--- config.mk ---
export PLATFORM = sky130hd
export DESIGN_NAME = pong_renderer
export DESIGN_NICKNAME = d
export VERILOG_FILES = /design/src/rtl/pong_gfx_pkg.sv /design/src/rtl/pong_frame_timer.sv /design/src/rtl/pong_renderer.sv
export SDC_FILE = /design/constraint.sdc
export NUM_CORES = 1
export LEC_CHECK = 0
export ABC_AREA = 0
export CORE_UTILIZATION = 35
export DETAILED_ROUTE_END_ITERATION = 10
export SLEW_MARGIN = 20
export SYNTH_ARGS = -nofsm -noshare
export SYNTH_HDL_FRONTEND = slang
export SYNTH_SLANG_ARGS = --single-unit
--- constraint.sdc ---
create_clock -name clk -period 4.52 [get_ports clk]
set_input_delay 0.904 -clock clk [delete_from_list [all_inputs] [get_ports clk]]
set_output_delay 0.904 -clock clk [all_outputs]
set_load 0.05 [all_outputs]
--- src/rtl/pong_gfx_pkg.sv ---
// rtl/pong_gfx_pkg.sv - shared state encoding, colours and sprite sequencing helper
package pong_gfx_pkg;

  typedef enum logic [3:0] {
    CLEAR,
    WAIT,
    SAMPLE,
    ERASE_L,
    ERASE_R,
    ERASE_B,
    DRAW_L,
    DRAW_R,
    DRAW_B
  } state_t;

  localparam logic [2:0] COLOUR_BLACK = 3'b000;
  localparam logic [2:0] COLOUR_WHITE = 3'b111;

  // Sprite slots in frame order: erase L/R/B then draw L/R/B; index 6 means frame complete.
  localparam int         NUM_SEQ  = 6;
  localparam logic [2:0] SEQ_DONE = 3'd6;

  function automatic logic [2:0] first_enabled(input logic [2:0] from, input logic [NUM_SEQ-1:0] en);
    logic [2:0] idx;
    idx = SEQ_DONE;
    for (int i = NUM_SEQ - 1; i >= 0; i--) begin
      if (en[i] && (3'(i) >= from)) idx = 3'(i);
    end
    return idx;
  endfunction

endpackage

--- src/rtl/pong_frame_timer.sv ---
// rtl/pong_frame_timer.sv - free-running frame tick generator, one pulse every FRAME_CYCLES clocks
module pong_frame_timer #(
  parameter int FRAME_CYCLES = 833333
) (
  input  logic clk,
  input  logic reset,
  output logic tick
);

  localparam int CNT_W = (FRAME_CYCLES > 1) ? $clog2(FRAME_CYCLES) : 1;
  localparam logic [CNT_W-1:0] CNT_LAST = CNT_W'(FRAME_CYCLES - 1);
  localparam logic [CNT_W-1:0] CNT_ONE  = CNT_W'(1);

  logic [CNT_W-1:0] cnt_q, cnt_d;

  assign tick = (cnt_q == CNT_LAST);

  always_comb begin
    cnt_d = cnt_q + CNT_ONE;
    if (tick) cnt_d = '0;
  end

  always_ff @(posedge clk or negedge reset) begin
    if (!reset) cnt_q <= '0;
    else        cnt_q <= cnt_d;
  end

endmodule

--- src/rtl/pong_renderer.sv ---
// rtl/pong_renderer.sv - per-frame Pong sprite renderer emitting single-pixel writes over valid/ready
module pong_renderer
  import pong_gfx_pkg::*;
#(
  parameter int         X_W          = 6,
  parameter int         Y_W          = 5,
  parameter int         SCREEN_W     = 64,
  parameter int         SCREEN_H     = 32,
  parameter int         PADDLE_LEN   = 8,
  parameter int         BALL_SIZE    = 1,
  parameter int         FRAME_CYCLES = 833333,
  parameter logic [2:0] FG_COLOUR    = COLOUR_WHITE,
  parameter logic [2:0] BG_COLOUR    = COLOUR_BLACK,
  parameter int         SKIP_STATIC  = 1
) (
  input  logic           clk,
  input  logic           reset,
  input  logic [X_W-1:0] ball_x,
  input  logic [Y_W-1:0] ball_y,
  input  logic [Y_W-1:0] left_paddle_y,
  input  logic [Y_W-1:0] right_paddle_y,
  input  logic           clear_req,
  input  logic           plot_ready,
  output logic           plot,
  output logic [X_W-1:0] x,
  output logic [Y_W-1:0] y,
  output logic [2:0]     colour,
  output logic           busy,
  output logic           frame_done,
  output logic           overrun
);

  localparam logic [X_W:0]   SCR_W   = (X_W+1)'(SCREEN_W);
  localparam logic [Y_W:0]   SCR_H   = (Y_W+1)'(SCREEN_H);
  localparam logic [Y_W:0]   PAD_H   = (Y_W+1)'(PADDLE_LEN);
  localparam logic [X_W:0]   BALL_W  = (X_W+1)'(BALL_SIZE);
  localparam logic [Y_W:0]   BALL_H  = (Y_W+1)'(BALL_SIZE);
  localparam logic [X_W:0]   ONE_X   = (X_W+1)'(1);
  localparam logic [Y_W:0]   ONE_Y   = (Y_W+1)'(1);
  localparam logic [X_W-1:0] RIGHT_X = X_W'(SCREEN_W - 1);

  state_t         state_q, state_d;
  logic [X_W:0]   off_x_q, off_x_d;
  logic [Y_W:0]   off_y_q, off_y_d;
  logic [Y_W-1:0] this_l_q, this_l_d, this_r_q, this_r_d, this_by_q, this_by_d;
  logic [X_W-1:0] this_bx_q, this_bx_d;
  logic [Y_W-1:0] last_l_q, last_l_d, last_r_q, last_r_d, last_by_q, last_by_d;
  logic [X_W-1:0] last_bx_q, last_bx_d;
  logic           last_valid_q, last_valid_d;
  logic           pending_q, pending_d;
  logic           clear_pend_q, clear_pend_d;
  logic           overrun_q, overrun_d;
  logic           frame_done_q, frame_done_d;

  logic               tick;
  logic               static_l, static_r, static_b;
  logic [NUM_SEQ-1:0] seq_en;
  logic               seq_step;
  logic [2:0]         seq_from, seq_next;
  logic [X_W-1:0]     base_x;
  logic [Y_W-1:0]     base_y;
  logic [X_W:0]       spr_w, px;
  logic [Y_W:0]       spr_h, py;
  logic [2:0]         spr_colour;
  logic               drawing, clipped, adv, last_pix;

  pong_frame_timer #(.FRAME_CYCLES(FRAME_CYCLES)) u_frame_timer (
    .clk   (clk),
    .reset (reset),
    .tick  (tick)
  );

  always_comb begin
    this_l_d  = this_l_q;
    this_r_d  = this_r_q;
    this_bx_d = this_bx_q;
    this_by_d = this_by_q;
    if (state_q == SAMPLE) begin
      this_l_d  = left_paddle_y;
      this_r_d  = right_paddle_y;
      this_bx_d = ball_x;
      this_by_d = ball_y;
    end
  end

  // Skip decisions use the _d copies so SAMPLE can already pick the first sprite.
  always_comb begin
    static_l = (SKIP_STATIC != 0) && last_valid_q && (this_l_d == last_l_q);
    static_r = (SKIP_STATIC != 0) && last_valid_q && (this_r_d == last_r_q);
    static_b = (SKIP_STATIC != 0) && last_valid_q && (this_bx_d == last_bx_q) && (this_by_d == last_by_q);
    seq_en   = {!static_b, !static_r, !static_l,
                last_valid_q && !static_b, last_valid_q && !static_r, last_valid_q && !static_l};
  end

  always_comb begin
    base_x     = '0;
    base_y     = '0;
    spr_w      = ONE_X;
    spr_h      = PAD_H;
    spr_colour = BG_COLOUR;
    drawing    = 1'b1;
    case (state_q)
      CLEAR: begin
        spr_w = SCR_W;
        spr_h = SCR_H;
      end
      ERASE_L: base_y = last_l_q;
      ERASE_R: begin
        base_x = RIGHT_X;
        base_y = last_r_q;
      end
      ERASE_B: begin
        base_x = last_bx_q;
        base_y = last_by_q;
        spr_w  = BALL_W;
        spr_h  = BALL_H;
      end
      DRAW_L: begin
        base_y     = this_l_q;
        spr_colour = FG_COLOUR;
      end
      DRAW_R: begin
        base_x     = RIGHT_X;
        base_y     = this_r_q;
        spr_colour = FG_COLOUR;
      end
      DRAW_B: begin
        base_x     = this_bx_q;
        base_y     = this_by_q;
        spr_w      = BALL_W;
        spr_h      = BALL_H;
        spr_colour = FG_COLOUR;
      end
      default: drawing = 1'b0;
    endcase
  end

  // One extra bit keeps sprites hanging off the bottom/right edge from wrapping to row/column 0.
  assign px       = {1'b0, base_x} + off_x_q;
  assign py       = {1'b0, base_y} + off_y_q;
  assign clipped  = (px >= SCR_W) || (py >= SCR_H);
  assign adv      = drawing && (clipped || plot_ready);
  assign last_pix = (off_x_q == spr_w - ONE_X) && (off_y_q == spr_h - ONE_Y);

  always_comb begin
    state_d      = state_q;
    off_x_d      = off_x_q;
    off_y_d      = off_y_q;
    last_l_d     = last_l_q;
    last_r_d     = last_r_q;
    last_bx_d    = last_bx_q;
    last_by_d    = last_by_q;
    last_valid_d = last_valid_q;
    pending_d    = pending_q;
    clear_pend_d = clear_pend_q;
    overrun_d    = overrun_q;
    frame_done_d = 1'b0;
    seq_step     = 1'b0;
    seq_from     = '0;
    seq_next     = SEQ_DONE;

    if (tick) begin
      pending_d = 1'b1;
      if (pending_q) overrun_d = 1'b1;
    end
    if (clear_req && (state_q != CLEAR)) clear_pend_d = 1'b1;

    if (adv) begin
      if (last_pix) begin
        off_x_d = '0;
        off_y_d = '0;
      end else if (off_x_q == spr_w - ONE_X) begin
        off_x_d = '0;
        off_y_d = off_y_q + ONE_Y;
      end else begin
        off_x_d = off_x_q + ONE_X;
      end
    end

    case (state_q)
      WAIT: begin
        if (clear_pend_q) begin
          clear_pend_d = 1'b0;
          state_d      = CLEAR;
        end else if (pending_q) begin
          pending_d = tick;
          state_d   = SAMPLE;
        end
      end
      SAMPLE: seq_step = 1'b1;
      CLEAR: begin
        if (adv && last_pix) begin
          state_d      = WAIT;
          last_valid_d = 1'b0;
        end
      end
      default: begin
        if (adv && last_pix) begin
          seq_step = 1'b1;
          seq_from = 3'(4'(state_q) - 4'(ERASE_L) + 4'd1);
        end
      end
    endcase

    if (seq_step) begin
      seq_next = first_enabled(seq_from, seq_en);
      if (seq_next == SEQ_DONE) begin
        state_d      = WAIT;
        last_l_d     = this_l_d;
        last_r_d     = this_r_d;
        last_bx_d    = this_bx_d;
        last_by_d    = this_by_d;
        last_valid_d = 1'b1;
        frame_done_d = 1'b1;
      end else begin
        state_d = state_t'(4'(seq_next) + 4'(ERASE_L));
      end
    end
  end

  always_ff @(posedge clk or negedge reset) begin
    if (!reset) begin
      state_q      <= CLEAR;
      off_x_q      <= '0;
      off_y_q      <= '0;
      this_l_q     <= '0;
      this_r_q     <= '0;
      this_bx_q    <= '0;
      this_by_q    <= '0;
      last_l_q     <= '0;
      last_r_q     <= '0;
      last_bx_q    <= '0;
      last_by_q    <= '0;
      last_valid_q <= 1'b0;
      pending_q    <= 1'b0;
      clear_pend_q <= 1'b0;
      overrun_q    <= 1'b0;
      frame_done_q <= 1'b0;
    end else begin
      state_q      <= state_d;
      off_x_q      <= off_x_d;
      off_y_q      <= off_y_d;
      this_l_q     <= this_l_d;
      this_r_q     <= this_r_d;
      this_bx_q    <= this_bx_d;
      this_by_q    <= this_by_d;
      last_l_q     <= last_l_d;
      last_r_q     <= last_r_d;
      last_bx_q    <= last_bx_d;
      last_by_q    <= last_by_d;
      last_valid_q <= last_valid_d;
      pending_q    <= pending_d;
      clear_pend_q <= clear_pend_d;
      overrun_q    <= overrun_d;
      frame_done_q <= frame_done_d;
    end
  end

  // Gating with reset drops plot combinationally the moment reset asserts.
  assign plot       = drawing && !clipped && reset;
  assign x          = px[X_W-1:0];
  assign y          = py[Y_W-1:0];
  assign colour     = spr_colour;
  assign busy       = (state_q != WAIT);
  assign frame_done = frame_done_q;
  assign overrun    = overrun_q;

endmodule

==> out/qor.csv <==
metric,value,unit
met3_length,578,microns
fin_area,7140,sq um
clk_path_buf_depth,2,
synth_area,5440,sq um
power_frac_comb,0.553,
wire_per_inst,16.5,microns
drt-initial-drc-count,353,
clk_pin_slew,70,ps
antennaDiodeCount,0,
drv_cap,0,
finalSetupTns,0,ps
fin_crit_sh,0.965,
io_pins,43,
power_frac_seq,0.264,
slew_violations,0,
wl_met2,7000,microns
synth.net_count,646,
syn-instance-count,602,
max_freq,229,MHz
first_pass_iters,5,
clock_sinks,84,
yosys.area_share.simple,0.204,
post-synth-top-count-cell,dfrtp_1,
ys_seq_area_frac,0.386,
min_path_type,input pin to async pin,
synth_cell_types,72,
synth_compound_gate_area_share,0.182,
die_h,127,microns
placed_cell_area,6470,sq um
vias,4717,
dieArea,16100,sq um
cts_buffers,9,
power_frac_clock,0.183,
pre_cts_slack,-214,ps
synth_top_family_by_area,simple AND/OR/NAND/NOR gates,
setup_violations,0,
multi_input_area,3250,sq um
areaGrowthSynthToFinish,31.2,%
die_w,127,microns
clk_latency,360,ps
ctsHoldBuffers,0,
cts_max_level,3,
status,"complete, no violations",
cts_tree,built,
powerDensity,595,nW/um^2
grt_pass1_wl,23800,microns
critPathCaptureType,flip-flop,
timing.hold.ws,419,ps
grt_pass1_vias,4740,
synth_top_area_frac,0.386,
timing.rr.start,state_q[0]$_DFFE_PN0P_,
layout-drive-gt1-share,0.225,
cts_root_buffer,clkbuf_16,
worst_slack,160,ps
power.total,0.00425,W
power.internal,0.00236,W
grt-ovfl-total,0,
p_leak,3.17,nW
fin_nets,742,
fillCellCount,1416,
ys_ff_latch,84,
wl,14700,microns
hpwl,10800,microns
track_usage,0.190,
synth_edf_count,0,
worst_slew_pin_slew,856,ps
worstPathArrival,4600,ps
ys.warnings.count,0,
synthMuxAreaShare,0.0674,
synth_flop_cell,dfrtp_1,
synth.area.top_cells,"dfrtp_1 39%, nand2_1 5.3%, o21ai_0 4.0%, ha_1 3.9%, xnor2_1 3.5%",
worstPathRequired,4760,ps
period_needed,4360,ps
fin_worst_skew,11.3,ps
crit_path_start,state_q[0]$_DFFE_PN0P_,
std_cell_rows,45,
io_buffers,42,
fp.coreArea,15200,sq um
grt_max_degree,68,
ant_nets,0,
critPathKind,flip-flop to flip-flop,
p_sw,0.00189,W
start_util,0.358,
peakVddDrop,410,uV
crit_fanout,10,
hold_viol,0,
switching_share,0.444,
antenna_found_initial,0,
avgViaCountPerCell,5.29,
wl_met1,6850,microns
synth_common_cells,"84 x dfrtp_1, 77 x nand2_1, 44 x o21ai_0",
synth_fa_ha_area_frac,0.0464,
avgSynthCellArea,9.04,sq um
topRoutingLayerUsed,met4,
synthArstFlopShare,1.00,
routabilityCongestion,0.926,
relSlewSlack,0.430,
drc_errors,0,
synth_xor_area_frac,0.0611,
synth_top_cell_by_area,dfrtp_1,
startpoint_type,flip-flop,
regArea,2100,sq um
-- power by group through the flow --
stage,registers [W],clock network (W),logic (W)
detailed placement,0.00112,0,0.00213
CTS,0.00111,0.000792,0.00215
floorplan,0.00103,0,0.00140
finish,0.00112,0.000777,0.00235
global route,0.00114,0.000823,0.00254
global placement,0.00112,0,0.00210
-- metrics by stage --
| step | util | std cells |
|---|---|---|
| after global routing | 0.470 | 891 |
| after detailed placement | 0.426 | 857 |
| after floorplan | - | 602 |
| after CTS | 0.448 | 874 |
| final | 0.470 | 891 |
| after global placement | 0.426 | 857 |
-- cell type report --
type                    count  share of cell area
clock buffers               9              0.0315
clock inverters             7              0.0119
inverters                  37              0.0200
multi-input cells         452               0.455
flip-flops and latches     84               0.295
well taps                 188              0.0329
repair buffers            114               0.154
-- sequential cells by signal, summed over array words and instances, names as in the netlist, 4 cells and up --
signal               cells
last_r_q                 5
this_by_q                5
state_q                  4
off_x_q                  7
this_bx_q                6
last_by_q                5
last_l_q                 5
this_l_q                 5
u_frame_timer.cnt_q     20
last_bx_q                6
this_r_q                 5
off_y_q                  6
-- cells by family (layout without fill, tap and decap cells) --
family / after synthesis / count (layout)
AO/OA/AOI/OAI: 148 / 148
XOR/XNOR: 38 / 38
adder cells (fa/ha/maj): 19 / 19
buffers and inverters: 66 / 167
flip-flops: 84 / 84
multiplexers: 30 / 30
AND/OR/NAND/NOR: 217 / 217
-- repair_timing --
action                                  4_1_cts  5_1_grt
pin swaps                                     2       17
gates resized for setup                       6       48
buffers inserted                              1       16
endpoints found under the setup margin       26       28
gates cloned                                  0        1
-- worst paths after layout --
check | slack [ps] | end | cells past startpoint
hold / removal | 420 | last_by_q[4]$_DFFE_PN0P_ | 1
hold reg to reg | 460 | overrun$_DFFE_PN0P_ | 1
setup reg to reg | 160 | last_bx_q[0]$_DFFE_PN0P_ | 18
max in group asynchronous | 2920 | state_q[0]$_DFFE_PN0P_ | 2
min in group clk | 460 | overrun$_DFFE_PN0P_ | 1
setup / recovery | 160 | last_bx_q[0]$_DFFE_PN0P_ | 18
-- worst max-delay path: stages (launching register included) --
cell and delay [ps]:
dfrtp_2 440, buf_8 130, buf_4 160, nor2_2 170
nand3_1 110, o21ai_0 350, ha_1 320, nor2b_4 150
o311a_4 370, a211oi_4 370, nand2_1 130, a31o_2 230
o31a_1 290, o21a_1 130, inv_2 90, ha_4 160
o2111ai_4 140, clkbuf_16 210, mux2_4 290
-- per-layer routing --
metal | vias up | GRT usage
li1 | 2321 | -
met1 | 2282 | 0.249
met2 | 93 | 0.320
met3 | 21 | 0.0325
met4 | 0 | 0.0637
met5 | - | 0
-- cell usage in the layout (no fill, tap or decap), types with 4 or more instances in the layout --
master	count
dfrtp_1	82
nand2_1	76
buf_4	68
nor2_1	36
o21ai_0	35
inv_1	33
clkdlybuf4s50_1	31
a21oi_1	28
xnor2_1	22
nand3_1	21
mux2i_1	19
xor2_1	16
nand2b_1	14
ha_1	13
o21ai_1	11
buf_12	11
clkbuf_16	10
a21o_1	9
and3_1	9
nor3_1	9
a21oi_2	7
nor2b_1	7
o221ai_1	6
nand4_1	6
o31ai_1	5
or3_1	5
mux2_4	5
a31oi_1	5
nor4b_4	4
a22oi_1	4
nor3b_1	4
and4_1	4
No activity file was read; power rests on OpenSTA's default activity.
